`src/rtl/sys_bus_pkg.sv`:
```
// rtl/sys_bus_pkg.sv - shared constants and types for the system bus fabric
//
// Purpose:
//   Common definitions used by the system bus arbiter and its round-robin
//   picker. The address decoder selects a region from the top address nibble.
// Contents:
//   REGION_*        4-bit region codes carried in the top address nibble
//   ST_IDLE/ST_ADDR arbiter FSM state encoding
//   mid_t           1-bit master identifier (0 = CPU data port, 1 = boot/debug)
//   MID_M0/MID_M1   master identifier constants
package sys_bus_pkg;

  localparam logic [3:0] REGION_IMEM = 4'h0;
  localparam logic [3:0] REGION_DMEM = 4'h1;
  localparam logic [3:0] REGION_GPIO = 4'h2;
  localparam logic [3:0] REGION_UART = 4'h3;

  localparam logic [0:0] ST_IDLE = 1'b0;
  localparam logic [0:0] ST_ADDR = 1'b1;

  typedef logic mid_t;

  localparam mid_t MID_M0 = 1'b0;
  localparam mid_t MID_M1 = 1'b1;

endpackage

```
`src/rtl/sys_arb_rr2.sv`:
```
// rtl/sys_arb_rr2.sv - combinational two-way round-robin pick
//
// Purpose:
//   Picks one of two requesters. A lone eligible requester always wins; when
//   both are eligible the one that did not win last time is chosen.
// Ports:
//   req[1:0]       raw request lines, bit n = master n
//   last_gnt       master granted most recently
//   lock_mask[1:0] per-master eligibility enable (1 = may be selected)
//   sel            selected master, meaningful only when valid=1
//   valid          at least one eligible requester
module sys_arb_rr2
  import sys_bus_pkg::*;
(
  input  logic [1:0] req,
  input  mid_t       last_gnt,
  input  logic [1:0] lock_mask,
  output mid_t       sel,
  output logic       valid
);

  logic [1:0] elig;

  always_comb begin
    elig  = req & lock_mask;
    valid = |elig;
    sel   = MID_M0;
    if (&elig) begin
      sel = ~last_gnt;
    end else if (elig[1]) begin
      sel = MID_M1;
    end
  end

endmodule

```
`src/rtl/sys_bus_arbiter.sv`:
```
// rtl/sys_bus_arbiter.sv - two-master round-robin arbiter for the system bus
//
// Purpose:
//   Shares the single-master system bus between the CPU data port (m0) and
//   the boot-loader/debug master (m1). Transfers are non-pipelined: a grant
//   drives the bus from registers for RD_LAT cycles, then the read data is
//   captured and returned to the owner with a one-cycle rvalid pulse.
// Parameters:
//   RD_LAT  cycles from first bus-drive cycle to bus_rdata sample (1..3)
//   AW, DW  address / data width
// Ports:
//   clk, rst_n                 clock, asynchronous active-low reset
//   mX_req/addr/wdata/wen      master X request, held until mX_gnt
//   mX_gnt                     one-cycle accept pulse
//   mX_rvalid, mX_rdata        one-cycle completion pulse, read data (0 on write)
//   mX_lock                    only with SYS_ARB_LOCK_EN: keep the bus for the
//                              next transfer of the same master
//   bus_addr/wdata/wen         registered drive to the address decoder
//   bus_rdata                  muxed read data from the decoder
// Configuration:
//   SYS_ARB_LOCK_EN  adds m0_lock/m1_lock and bus locking
module sys_bus_arbiter
  import sys_bus_pkg::*;
#(
  parameter int RD_LAT = 1,
  parameter int AW     = 32,
  parameter int DW     = 32
) (
  input  logic          clk,
  input  logic          rst_n,

  input  logic          m0_req,
  input  logic [AW-1:0] m0_addr,
  input  logic [DW-1:0] m0_wdata,
  input  logic          m0_wen,
  output logic          m0_gnt,
  output logic          m0_rvalid,
  output logic [DW-1:0] m0_rdata,

  input  logic          m1_req,
  input  logic [AW-1:0] m1_addr,
  input  logic [DW-1:0] m1_wdata,
  input  logic          m1_wen,
  output logic          m1_gnt,
  output logic          m1_rvalid,
  output logic [DW-1:0] m1_rdata,

`ifdef SYS_ARB_LOCK_EN
  input  logic          m0_lock,
  input  logic          m1_lock,
`endif

  output logic [AW-1:0] bus_addr,
  output logic [DW-1:0] bus_wdata,
  output logic          bus_wen,
  input  logic [DW-1:0] bus_rdata
);

  // Value of cnt during the final ADDR cycle; RD_LAT is limited to 1..3 so
  // a 2-bit counter is always wide enough.
  localparam logic [1:0] LAST_CNT = 2'(RD_LAT - 1);

  logic [0:0]    state_q, state_d;
  logic [1:0]    cnt_q, cnt_d;
  mid_t          owner_q, owner_d;
  mid_t          last_gnt_q, last_gnt_d;
  // Direction of the transfer in flight; bus_wen only lasts one cycle so it
  // cannot be used to decide between read data and zero at completion.
  logic          wen_q, wen_d;

  logic [AW-1:0] bus_addr_q, bus_addr_d;
  logic [DW-1:0] bus_wdata_q, bus_wdata_d;
  logic          bus_wen_q, bus_wen_d;

  logic          m0_gnt_q, m0_gnt_d;
  logic          m1_gnt_q, m1_gnt_d;
  logic          m0_rvalid_q, m0_rvalid_d;
  logic          m1_rvalid_q, m1_rvalid_d;
  logic [DW-1:0] m0_rdata_q, m0_rdata_d;
  logic [DW-1:0] m1_rdata_q, m1_rdata_d;

  logic [1:0]    req_vec;
  logic [1:0]    lock_mask;
  mid_t          sel;
  logic          sel_valid;

`ifdef SYS_ARB_LOCK_EN
  logic          lock_q, lock_d;
  logic          lock_hold;

  // The lock only survives an arbitration in which the owner is still
  // requesting with lock asserted; otherwise the bus is released.
  always_comb begin
    lock_hold = 1'b0;
    if (lock_q) begin
      lock_hold = (owner_q == MID_M1) ? (m1_req && m1_lock) : (m0_req && m0_lock);
    end
    lock_mask = 2'b11;
    if (lock_hold) begin
      lock_mask = (owner_q == MID_M1) ? 2'b10 : 2'b01;
    end
  end
`else
  always_comb begin
    lock_mask = 2'b11;
  end
`endif

  assign req_vec = {m1_req, m0_req};

  sys_arb_rr2 u_rr (
    .req       (req_vec),
    .last_gnt  (last_gnt_q),
    .lock_mask (lock_mask),
    .sel       (sel),
    .valid     (sel_valid)
  );

  always_comb begin
    state_d     = state_q;
    cnt_d       = cnt_q;
    owner_d     = owner_q;
    last_gnt_d  = last_gnt_q;
    wen_d       = wen_q;
    bus_addr_d  = bus_addr_q;
    bus_wdata_d = bus_wdata_q;
    bus_wen_d   = 1'b0;
    m0_gnt_d    = 1'b0;
    m1_gnt_d    = 1'b0;
    m0_rvalid_d = 1'b0;
    m1_rvalid_d = 1'b0;
    m0_rdata_d  = m0_rdata_q;
    m1_rdata_d  = m1_rdata_q;
`ifdef SYS_ARB_LOCK_EN
    lock_d      = lock_q;
`endif

    case (state_q)
      ST_IDLE: begin
`ifdef SYS_ARB_LOCK_EN
        lock_d = lock_hold;
`endif
        if (sel_valid) begin
          if (sel == MID_M1) begin
            bus_addr_d  = m1_addr;
            bus_wdata_d = m1_wdata;
            wen_d       = m1_wen;
            m1_gnt_d    = 1'b1;
`ifdef SYS_ARB_LOCK_EN
            lock_d      = m1_lock;
`endif
          end else begin
            bus_addr_d  = m0_addr;
            bus_wdata_d = m0_wdata;
            wen_d       = m0_wen;
            m0_gnt_d    = 1'b1;
`ifdef SYS_ARB_LOCK_EN
            lock_d      = m0_lock;
`endif
          end
          bus_wen_d  = (sel == MID_M1) ? m1_wen : m0_wen;
          owner_d    = sel;
          last_gnt_d = sel;
          cnt_d      = 2'd0;
          state_d    = ST_ADDR;
        end
      end

      ST_ADDR: begin
        cnt_d = cnt_q + 2'd1;
        if (cnt_q == LAST_CNT) begin
          if (owner_q == MID_M1) begin
            m1_rvalid_d = 1'b1;
            m1_rdata_d  = wen_q ? '0 : bus_rdata;
          end else begin
            m0_rvalid_d = 1'b1;
            m0_rdata_d  = wen_q ? '0 : bus_rdata;
          end
          state_d = ST_IDLE;
        end
      end

      default: begin
        state_d = ST_IDLE;
      end
    endcase
  end

  always_ff @(posedge clk or negedge rst_n) begin
    if (!rst_n) begin
      state_q     <= ST_IDLE;
      cnt_q       <= 2'd0;
      owner_q     <= MID_M0;
      last_gnt_q  <= MID_M1;
      wen_q       <= 1'b0;
      bus_addr_q  <= '0;
      bus_wdata_q <= '0;
      bus_wen_q   <= 1'b0;
      m0_gnt_q    <= 1'b0;
      m1_gnt_q    <= 1'b0;
      m0_rvalid_q <= 1'b0;
      m1_rvalid_q <= 1'b0;
      m0_rdata_q  <= '0;
      m1_rdata_q  <= '0;
`ifdef SYS_ARB_LOCK_EN
      lock_q      <= 1'b0;
`endif
    end else begin
      state_q     <= state_d;
      cnt_q       <= cnt_d;
      owner_q     <= owner_d;
      last_gnt_q  <= last_gnt_d;
      wen_q       <= wen_d;
      bus_addr_q  <= bus_addr_d;
      bus_wdata_q <= bus_wdata_d;
      bus_wen_q   <= bus_wen_d;
      m0_gnt_q    <= m0_gnt_d;
      m1_gnt_q    <= m1_gnt_d;
      m0_rvalid_q <= m0_rvalid_d;
      m1_rvalid_q <= m1_rvalid_d;
      m0_rdata_q  <= m0_rdata_d;
      m1_rdata_q  <= m1_rdata_d;
`ifdef SYS_ARB_LOCK_EN
      lock_q      <= lock_d;
`endif
    end
  end

  assign m0_gnt    = m0_gnt_q;
  assign m1_gnt    = m1_gnt_q;
  assign m0_rvalid = m0_rvalid_q;
  assign m1_rvalid = m1_rvalid_q;
  assign m0_rdata  = m0_rdata_q;
  assign m1_rdata  = m1_rdata_q;
  assign bus_addr  = bus_addr_q;
  assign bus_wdata = bus_wdata_q;
  assign bus_wen   = bus_wen_q;

endmodule

```
`config.mk`:
```
export PLATFORM = sky130hd
export DESIGN_NAME = sys_bus_arbiter
export DESIGN_NICKNAME = d
export VERILOG_FILES = /design/src/rtl/sys_bus_pkg.sv /design/src/rtl/sys_arb_rr2.sv /design/src/rtl/sys_bus_arbiter.sv
export SDC_FILE = /design/constraint.sdc
export NUM_CORES = 1
export LEC_CHECK = 0
export ABC_AREA = 1
export CAP_MARGIN = 20
export CORE_ASPECT_RATIO = 0.9
export CORE_MARGIN = 2
export CORE_UTILIZATION = 35
export DETAILED_ROUTE_END_ITERATION = 16
export PLACE_DENSITY = 0.82
export SLEW_MARGIN = 20
export SYNTH_ARGS = -nofsm -noshare
export SYNTH_HDL_FRONTEND = slang
export SYNTH_SLANG_ARGS = --single-unit
```
`constraint.sdc`:
```
create_clock -name clk -period 3.47 [get_ports clk]
set_clock_uncertainty 0.15 [all_clocks]
set_input_delay 0.694 -clock clk [delete_from_list [all_inputs] [get_ports clk]]
set_output_delay 0.694 -clock clk [all_outputs]
set_load 0.005 [all_outputs]
```
* Word level (Yosys, flattened, before mapping)
Index checks and enable logic that the tools add are counted.
Widths: inputs -> output; s select.
** Operators by class
- Reductions and logical operators :: 6
- Equal/unequal tests :: 1
- Bitwise logic cells :: 3
- $add $sub $neg :: 1
- Mux-type cells :: 25
** Operator list (number)
- $mux 32 :: 3
- $mux 1 :: 19
- $reduce_and 3->1 :: 2
- $pmux 2 s2 :: 1
- $reduce_and 2->1 :: 2
- $not 1->1 :: 3
- $add 2x1->2 const B :: 1
- $logic_not 2->1 :: 1
- $mux 2 :: 1
- $ne 2x2->1 const B :: 1
- $pmux 1 s2 :: 1
- $reduce_or 2->1 :: 1
** Word-level totals
- Output and inout port bits :: 133
- Bits in registers :: 139
- Logic and storage cells :: 50

* Longest topological paths before layout
- Depth in word-level cells :: 5
- Gate-level depth with buffers :: 7
- Gate-level depth less buffers :: 6

* Cells and area by module
From an unflattened synthesis, not the netlist that was laid out.
** Second synthesis, totals
- Cell total of the unflattened synthesis :: 866
- Area total of the unflattened synthesis :: 6262.3 um2
** By module, submodules not included
- sys_bus_arbiter :: times used 1, area an instance 6234.7 um2, cells an instance 859, seq. area each 3479.6 um2
- sys_arb_rr2 :: times used 1, area an instance 27.5 um2, cells an instance 7, seq. area each 0.0 um2

* Worst setup path after synthesis
OpenSTA, ideal clock, no wires.
- Path type :: input port to flip-flop
- Start :: in m1_req
- End :: reg bus_wdata_q[10] (netlist: bus_wdata[10])
- Arrival time :: 1444 ps
- Stages :: 7
- Setup slack :: 1751 ps
- Required time :: 3195 ps
- Setup time :: 125 ps
- Path buffers :: 3
- Cells stage by stage :: buf_2 nor2_1 nor2_2 buf_4 buf_6 nand3_1 nand3_1
** Between the ends
- Word-level cells in the longest chain between the ends :: 3
** RTL lines
- start, declared :: RTL line sys_bus_arbiter.sv:40 : input logic m1_req,
- $mux 1 / $reduce_and 2->1 (equally long branches) :: RTL line sys_arb_rr2.sv:30, sys_arb_rr2.sv:28
- $mux 1 :: RTL line sys_arb_rr2.sv:28 : if (&elig) begin
- $mux 32 :: RTL line sys_bus_arbiter.sv:144 : if (sel == MID_M1) begin
- end signal, assigned :: RTL line sys_bus_arbiter.sv:215 : bus_wdata_q <= bus_wdata_d;
- end, declared :: RTL line sys_bus_arbiter.sv:72 : logic [DW-1:0] bus_wdata_q, bus_wdata_d;
Several ways; a longest one is shown, not always the timed one.
A chain may end at the register's enable or synchronous reset.

* Worst setup path in the final report
- Start :: in m0_req
- End :: reg bus_wdata_q[31] (netlist: bus_wdata[31])
** Between the ends
- Word-level cells in the longest chain between the ends :: 3
** RTL lines
- start, declared :: RTL line sys_bus_arbiter.sv:32 : input logic m0_req,
- $reduce_and 2->1 :: RTL line sys_arb_rr2.sv:28
- $mux 1 :: RTL line sys_arb_rr2.sv:28
- $mux 32 :: RTL line sys_bus_arbiter.sv:144
Several ways; a longest one is shown, not always the timed one.

==> impl_metrics.json <==
{
  "hold_viol": 0,
  "io_pins": 299,
  "fmax_ghz": 0.444,
  "port_buffers": 298,
  "clkLatencyLatePin_ps": 400,
  "grt-ovfl-total": 0,
  "grt_max_degree": 60,
  "grt_antenna_before_repair": 0,
  "drt_pass1_iterations": 6,
  "die_area_um2": 19600,
  "hold_class": "in2async",
  "syn_to_final_growth_pct": 56.7,
  "critPathMaxFanout": 51,
  "cts_sinks": 139,
  "total_power_uw": 8350,
  "worst_slew_pin_slew_ps": 790,
  "cts_buffers": 17,
  "crit_buf_inv": 2,
  "wl_per_cell_um": 15.9,
  "grt_pass1_wl_mm": 33.4,
  "start_util": 0.354,
  "cp_slowest_cell": "buf_4",
  "slowest_delay_ps": 510,
  "end_kind": "flop",
  "pwr_density_cell_nw_per_um2": 823,
  "grt_usage": 0.212,
  "core_area_um2": 18300,
  "drc": 0,
  "syn_inst": 783,
  "setup_tns_ps": 0,
  "maxCapViolations": 0,
  "post_synth_num_cell_types": 22,
  "die_h_um": 133,
  "yosysMostFrequentCell": "nand2_1",
  "worstSetupPathType": "in2reg",
  "synthTopCellsByCount": "239 x nand2_1, 138 x dfrtp_1, 111 x nand3_1, 56 x o21ai_0, 54 x inv_1",
  "cts_tree": "built",
  "gp_congestion": 0.841,
  "rsz0062_at_grt": "false",
  "place_hpwl_mm": 14.5,
  "synth_area_um2": 6480,
  "ctsHtreeMaxLevel": 4,
  "placement_rows": 47,
  "maxSlewHeadroom": 0.472,
  "cp_cell_sequence": "clkdlybuf4s50_1, nand2_2, buf_4, nand4_1, nand3_1",
  "synth_nets": 950,
  "period_needed_ps": 2250,
  "drt_first_iter_violations": 377,
  "ant_nets": 0,
  "setup_viol": 0,
  "seq_area_frac_synth": 0.537,
  "netlist_top_cells_area": "dfrtp_1 53%, nand2_1 14%, nand3_1 8.6%",
  "maxSlewViolCount": 0,
  "cts.path.max_buffers": 2,
  "drt-total-wl_mm": 20.7,
  "period_share": 0.649,
  "cp.required_ps": 3660,
  "drive_above_1_share": 0.0546,
  "avgSynthCellArea_um2": 8.27,
  "worstPathArrival_ps": 2440,
  "synthFlopType": "dfrtp_1",
  "ys_ff_latch": 139,
  "vias": 6455,
  "async_flop_share": 1.00,
  "worstSetupStartpointType": "input port",
  "hold_buffers": 0,
  "yosys.area.top_type": "dfrtp_1",
  "outcome": "finished clean",
  "grt_pass1_vias": 6560,
  "p_leak_uw": 0.00474,
  "path_clk_slew_ps": 60,
  "fp.dieW_um": 147,
  "synth_top_area_share": 0.533,
  "synth-edff-count": 0,
  "post_drt_via_cell_ratio": 4.94,
  "crit_family": "buffers and inverters",
  "root_buffer": "clkbuf_16",
  "irDropWorstVdd_mv": 0.414,
  "antenna_cells": 0,
  "fin_nets": 1216,
  "postCtsResizedCells": 0,
  "post_cts_buffers": 0,
  "yosysWarnings": 0
}
==> cells by family (layout without fill, tap and decap cells) <==
logic type,count (synthesis),count (layout),synth area share
adder cells (fa/ha/maj),1,1,0.00193
AND/OR/NAND/NOR,453,453,0.317
buffers and inverters,120,399,0.0896
flip-flops,139,139,0.537
AO/OA/AOI/OAI,70,70,0.0547
==> worst reg2reg max path: stages (launching register included) <==
cell and delay [ps]:
dfrtp_1 360, inv_1 80, ha_1 230, nand2_4 170
nor2_4 670, nand2_1 200, nand2_1 120
==> worst paths after layout <==
path / start / endpoint / slack (ps) / depth (start not counted)
max: m0_req / bus_wdata[31] / 1220 / 5
min: rst_n / m0_rdata[11] / 110 / 1
max reg2reg: cnt_q[0] / m1_rdata[1] / 1440 / 6
min reg2reg: last_gnt_q / last_gnt_q / 330 / 2
max in group asynchronous: rst_n / m1_rdata[30] / 2270 / 2
min in group clk: last_gnt_q / last_gnt_q / 330 / 2
==> through the flow <==
step	setup WS [ps]	cell area (um2)	utilization	hold slack (ps)	std cells
finish	1220	10100	0.555	109	1307
global route	1100	10100	0.555	130	1307
CTS	1220	10100	0.555	110	1307
detailed placement	788	9560	0.523	315	1275
global placement	829	9560	0.523	314	1275
floorplan	1750	6480	-	248	783
==> layout make-up <==
cell class,count,area (um2)
multi-input combinational,524,2430
inverter,56,210
tap,245,307
timing repair buffer,311,3130
fill,1609,8140
clock buffer,17,425
sequential,139,3480
clock inverter,15,164
==> registers in the layout (all words and copies together) (netlist names) <==
signal / cells
last_gnt_q: 1
m1_gnt: 1
bus_wen: 1
m1_rdata: 32
wen_q: 1
state_q: 1
cnt_q: 2
bus_addr: 32
owner_q: 1
m0_gnt: 1
bus_wdata: 32
m1_rvalid: 1
m0_rdata: 32
m0_rvalid: 1
==> power breakdown <==
group | internal (uW) | switching, uW
Combinational | 1890 | 1820
Sequential | 2360 | 461
Clock | 1070 | 748
Total | 5320 | 3030
==> cells in the final DEF (no fill, tap or decap), types with 3 or more instances in the layout <==
master / n
inv_6: 5
o21ai_1: 12
nand2_1: 237
nor2_4: 3
nand3b_1: 19
buf_12: 4
nor2_1: 34
clkdlybuf4s50_1: 296
o21ai_0: 56
nand4_1: 46
nand3_1: 111
clkinv_4: 4
dfrtp_1: 137
buf_4: 9
inv_1: 54
clkbuf_16: 17
==> routing by layer <==
metal	GRT usage	routed length [um]	vias to the layer above
li1	-	-	3088
met1	0.263	8580	3082
met2	0.356	10200	258
met3	0.0662	1610	27
met4	0.0684	395	0
met5	0	0	-
Note: power is estimated with default switching activity, not from simulation.
